--- config.mk ---
export PLATFORM = sky130hd
export DESIGN_NAME = curve_lut_stream
export DESIGN_NICKNAME = d
export VERILOG_FILES = /design/src/rtl/curve_lut_stream.sv
export SDC_FILE = /design/constraint.sdc
export NUM_CORES = 2
export LEC_CHECK = 0
export CAP_MARGIN = 20
export CORE_MARGIN = 4
export CORE_UTILIZATION = 40
export CTS_CLUSTER_SIZE = 12
export DETAILED_ROUTE_END_ITERATION = 7
export GPL_ROUTABILITY_DRIVEN = 0
export MAX_ROUTING_LAYER = met4
export SLEW_MARGIN = 10
export SYNTH_ARGS = -nofsm -noshare
export SYNTH_HDL_FRONTEND = slang
export SYNTH_SLANG_ARGS = --single-unit
--- constraint.sdc ---
create_clock -name clk -period 8.8 [get_ports clk]
set_input_delay 1.76 -clock clk [delete_from_list [all_inputs] [get_ports clk]]
set_output_delay 1.76 -clock clk [all_outputs]
set_load 0.005 [all_outputs]
--- src/rtl/curve_lut_stream.sv ---
// Streaming tone-curve lookup: clamp, index a writable curve table, optional lerp.
// Define CURVE_LUT_STREAM_LERP_EN to build in the second read port and interpolation.
module curve_lut_stream #(
  parameter int WIDTH     = 16,
  parameter int ADDR_W    = 8,
  parameter int SHIFT     = 2,
  parameter int CLAMP_MAX = 1023
) (
  input  logic              clk,
  input  logic              rst_n,
  input  logic              in_valid,
  output logic              in_ready,
  input  logic [WIDTH-1:0]  in_data,
  output logic              out_valid,
  input  logic              out_ready,
  output logic [WIDTH-1:0]  out_data,
  input  logic              cfg_wen,
  input  logic [ADDR_W-1:0] cfg_addr,
  input  logic [WIDTH-1:0]  cfg_wdata,
  output logic              cfg_busy
);
  localparam int DEPTH = 1 << ADDR_W;
  localparam logic signed [WIDTH-1:0] CMAX = WIDTH'(CLAMP_MAX);

  typedef enum logic {CLEAR, RUN} state_t;
  state_t state, state_nxt;

  logic [ADDR_W-1:0] ctr;
  logic [WIDTH-1:0]  mem [DEPTH];
  logic [2:1]        vld_pipe;
  logic              adv, accept;
  logic signed [WIDTH-1:0] sin, c;
  logic [ADDR_W-1:0] s1_idx;
  logic [WIDTH-1:0]  lo, result;

  always_comb begin
    state_nxt = state;
    if (state == CLEAR && &ctr) state_nxt = RUN;
  end

  always_ff @(posedge clk) begin
    if (!rst_n) begin
      state <= CLEAR;
      ctr   <= '0;
    end else begin
      state <= state_nxt;
      if (state == CLEAR) ctr <= ctr + 1'b1;
    end
  end

  // Table has no reset: CLEAR rebuilds the identity curve one entry per cycle.
  always_ff @(posedge clk) begin
    if (rst_n) begin
      if (state == CLEAR)
        mem[ctr] <= WIDTH'(ctr) << SHIFT;
      else if (cfg_wen)
        mem[cfg_addr] <= cfg_wdata;
    end
  end

  assign out_valid = vld_pipe[2];
  assign cfg_busy  = (state == CLEAR);
  assign adv       = !out_valid || out_ready;
  assign in_ready  = (state == RUN) && adv && !cfg_wen;
  assign accept    = in_valid && in_ready;

  assign sin = $signed(in_data);
  always_comb begin
    c = sin;
    if (sin < 0)         c = '0;
    else if (sin > CMAX) c = CMAX;
  end

`ifdef CURVE_LUT_STREAM_LERP_EN
  localparam int PW = WIDTH + SHIFT + 1;
  logic [SHIFT-1:0]  s1_frac;
  logic [ADDR_W-1:0] hi_idx;
  logic [WIDTH-1:0]  hi;
  logic signed [PW-1:0] lo_x, hi_x, diff, prod, sum;

  always_ff @(posedge clk) begin
    if (!rst_n)      s1_frac <= '0;
    else if (accept) s1_frac <= c[SHIFT-1:0];
  end

  // Top entry reuses itself as the upper neighbour rather than wrapping to 0.
  assign hi_idx = (&s1_idx) ? s1_idx : s1_idx + 1'b1;
  assign lo     = mem[s1_idx];
  assign hi     = mem[hi_idx];

  always_comb begin
    lo_x = {{(SHIFT+1){lo[WIDTH-1]}}, lo};
    hi_x = {{(SHIFT+1){hi[WIDTH-1]}}, hi};
    diff = hi_x - lo_x;
    prod = diff * $signed({{(WIDTH+1){1'b0}}, s1_frac});
    sum  = lo_x + (prod >>> SHIFT);
    if (sum[PW-1:WIDTH-1] == {(SHIFT+2){sum[PW-1]}})
      result = sum[WIDTH-1:0];
    else
      result = sum[PW-1] ? {1'b1, {(WIDTH-1){1'b0}}} : {1'b0, {(WIDTH-1){1'b1}}};
  end
`else
  assign lo     = mem[s1_idx];
  assign result = lo;
`endif

  always_ff @(posedge clk) begin
    if (!rst_n) begin
      vld_pipe <= '0;
      s1_idx   <= '0;
      out_data <= '0;
    end else if (adv) begin
      vld_pipe <= {vld_pipe[1], accept};
      if (accept) s1_idx <= ADDR_W'(c >> SHIFT);
      out_data <= result;
    end
  end
endmodule

==> impl_metrics.toml <==
[power_and_ir_drop]
p_per_area_mw_per_mm2 = 208
ir_drop_mv = 0.170
cellInternalPower_mw = 30.2
p_comb_share_pct = 0.8
leakage_nw = 58.9
switching_power_mw = 7.20
p_clk_share_pct = 42.0
power_frac_seq_pct = 57.3
swShare_pct = 19.2

[route]
drcViolationCount = 0
vias = 79931
wl_um = 428000
via_per_inst = 5.91
drt_iter0_markers = 10526
wire_per_inst_um = 31.6
dr.pass1.iters = 6
ant_nets = 0

[floorplan]
die_x_um = 641
ioPinCount = 64
rows = 232
core-area_sq_mm = 0.399
start_util_pct = 40.1
dieHeight_um = 641
die_area_sq_mm = 0.410

[sta]
fin_setup_tns_ns = 0
fmax_mhz = 173
post-route-min-period_ns = 5.79
finalHoldViolations = 0
skew_ns = 0.0609
maxSlewViolCount = 0
tightest_slew_ns = 1.35
relSlewSlack_pct = 9.68
finalSetupViolCount = 0
rsz0062_at_grt = "false"
whs_ns = 0.475
period_share_pct = 65.7
setup_ws_ns = 3.01

[placement]
dpl.hpwl_um = 256000
dp_slack_ns = 2.23
placedCellCount = 12870
io_buffers = 61

[worst_setup_path]
required_ns = 9.41
endpoint_kind = "flop"
r2r_setup_slack_ns = 3.35
r2r_start = "s1_idx[0]$_SDFFE_PN0P_"
worstPathArrival_ns = 6.40
crit_path_frequent_cell = "buf_4"
path_class = "input pin to flop"
critPathMaxStageDelay_ns = 0.93
cp_cell_sequence = "clkdlybuf4s50_1, and3_1, buf_4, o31ai_1, nand3_1, buf_4, nor2_1, buf_4"
cp_slowest_cell = "o31ai_1"
reg2regPathDepth = 10
critPathLaunchType = "input pin"
r2r-end = "out_data[13]$_SDFFE_PN0N_"
cp_max_fo = 28

[layout]
syn_to_final_growth_pct = 12.3
final_net_count = 8074
final_core_util_pct = 45.1
drive_gt1_share_pct = 20.7
fin_cells = 13536

[global_route]
antenna_found_initial = 26
grt_max_degree = 201
overflow = 0
grt_pass1_wl_um = 604000
grt_pass1_vias = 78390
grt_usage_pct = 21.2

[flow_run]
max-cap-violations = 0

[cts]
cts_resized = 0
clk_pin_slew_ns = 0.06
cts_tree = "yes"
post_cts_buffers = 0
cts.path.max_buffers = 4
numClockSinks = 4131
cts_hold_buf = 0
htreeDepth = 5
insertion_delay_ns = 0.94
numCtsBuffers = 409
cts-root-buf = "clkbuf_16"

[logic_synthesis]
synth_mux_area_share_pct = 14.8
synth_xor_area_share_pct = 0.0383
avgSynthCellArea_sq_um = 21.1
synth-edff-count = 4096
ys_types = 71
yosysSeqAreaShare_pct = 77.3
synthCells = 7593
ys.flop_type = "edfxtp_1"
synth_top_family_by_area = "multiplexers"
ys_seq_elements = 4131
synth-adder-area-share_pct = 0.00782
synth.largest_area_cell = "edfxtp_1"
ys_warn_count = 0
synth-simple-area-share_pct = 2.59
synthArstFlopShare_pct = 0
syn_area_sq_mm = 0.160
synth_compound_area_share_pct = 3.33
synth_fp_nets = 7639
synth_top_area_share_pct = 76.8
synth_area_leaders = "edfxtp_1, mux4_2, mux2i_1"

[hold_path]
hold_class = "flop to flop"
hold_path_end = "vld_pipe[2]$_SDFFE_PN0N_"
holdPathStages = 1
min-delay-start = "vld_pipe[1]$_SDFFE_PN0N_"

[outcome]
status = "finished, final reports clean"
[routing by layer]
| metal | part of all wire, % | wire [um] | vias to the layer above | global-route usage, % |
|---|---|---|---|---|
| met4 | 3.0 | 12700 | 0 | 6.02 |
| met5 | 0 | 0 | - | - |
| met1 | 41 | 175000 | 42919 | 29.6 |
| met2 | 47 | 203000 | 3688 | 32.3 |
| li1 | - | - | 32702 | - |
| met3 | 8.6 | 36700 | 622 | 3.54 |
[placed cells by master, fill, tap and decap left out, drive strengths merged, types with 26 or more instances in the layout]
cell type / instances
a22oi: 96
and2: 31
o22ai: 165
clkdlybuf4s50: 61
nor4: 32
edfxtp: 4096
nand2: 252
buf: 416
mux2i: 477
o221ai: 78
clkbuf: 558
o21ai: 89
a211oi: 37
nand3: 68
o31ai: 26
nor3: 115
nor2: 331
a21oi: 112
clkinv: 64
mux4: 816
dfxtp: 35
[per-stage QoR]
| step | cell area (sq um) | power, mW |
|---|---|---|
| final | 180000 | 37.4 |
| after global routing | 180000 | 38.5 |
| after CTS | 179000 | 37.7 |
| after detailed placement | 168000 | 22.1 |
| after global placement | 168000 | 22.1 |
| after floorplan | 160000 | 22.0 |
[cell families after synthesis]
kind of cell | Yosys count
buffers and inverters | 458
flip-flops | 4131
multiplexers | 1311
AND/OR/NAND/NOR | 919
adder cells (fa/ha/maj) | 1
XOR/XNOR | 7
AO/OA/AOI/OAI | 766
[state kept, by name (all words and copies together), names as in the netlist]
signal	count
out_data	16
s1_idx	8
ctr	8
vld_pipe	2
mem	4096
state	1
[area by class of cell]
class                      instances  area (sq um)
antenna                           21          52.6
sequential                      4131        124000
fill                           33393        219000
inverter                           5          23.8
multi-input combinational       3004         33500
timing repair buffer             477          4270
clock buffer                     558         11100
clock inverter                    75           472
tap                             5265          6590
[power by group through the flow]
| stage | clock [mW] | combinational [mW] | sequential, mW |
|---|---|---|---|
| after detailed placement | 0 | 0.284 | 21.9 |
| after global placement | 0 | 0.274 | 21.8 |
| after global routing | 16.8 | 0.296 | 21.4 |
| after floorplan | 0 | 0.0956 | 21.9 |
| final | 15.7 | 0.284 | 21.4 |
| after CTS | 15.9 | 0.284 | 21.4 |
[Yosys cell counts, types with 54 or more instances]
library cell	instances
buf_8	54
edfxtp_1	4096
mux4_1	85
mux4_2	731
nor3_1	115
nand2_1	252
o221ai_1	76
o22ai_1	165
clkbuf_1	181
buf_2	95
nand3_1	68
mux2i_1	477
a22oi_1	96
o21ai_0	87
a21oi_1	112
nor2_1	330
[worst max-delay path: cells and delay by family]
family | cells | cell delay, ns
compound gates | 1 | 0.93
buf+inv | 4 | 1.88
simple gates | 3 | 1.76
[worst max path at each step]
stage | start | end | depth (start not counted)
floorplan | rst_n | mem[0][13]$_DFFE_PP_ | 5
global placement | rst_n | mem[98][9]$_DFFE_PP_ | 8
detailed placement | rst_n | mem[98][12]$_DFFE_PP_ | 8
CTS | rst_n | mem[98][14]$_DFFE_PP_ | 8
global route | rst_n | mem[98][12]$_DFFE_PP_ | 8
finish | rst_n | mem[98][7]$_DFFE_PP_ | 8
Power figures use the tool's default switching activity.
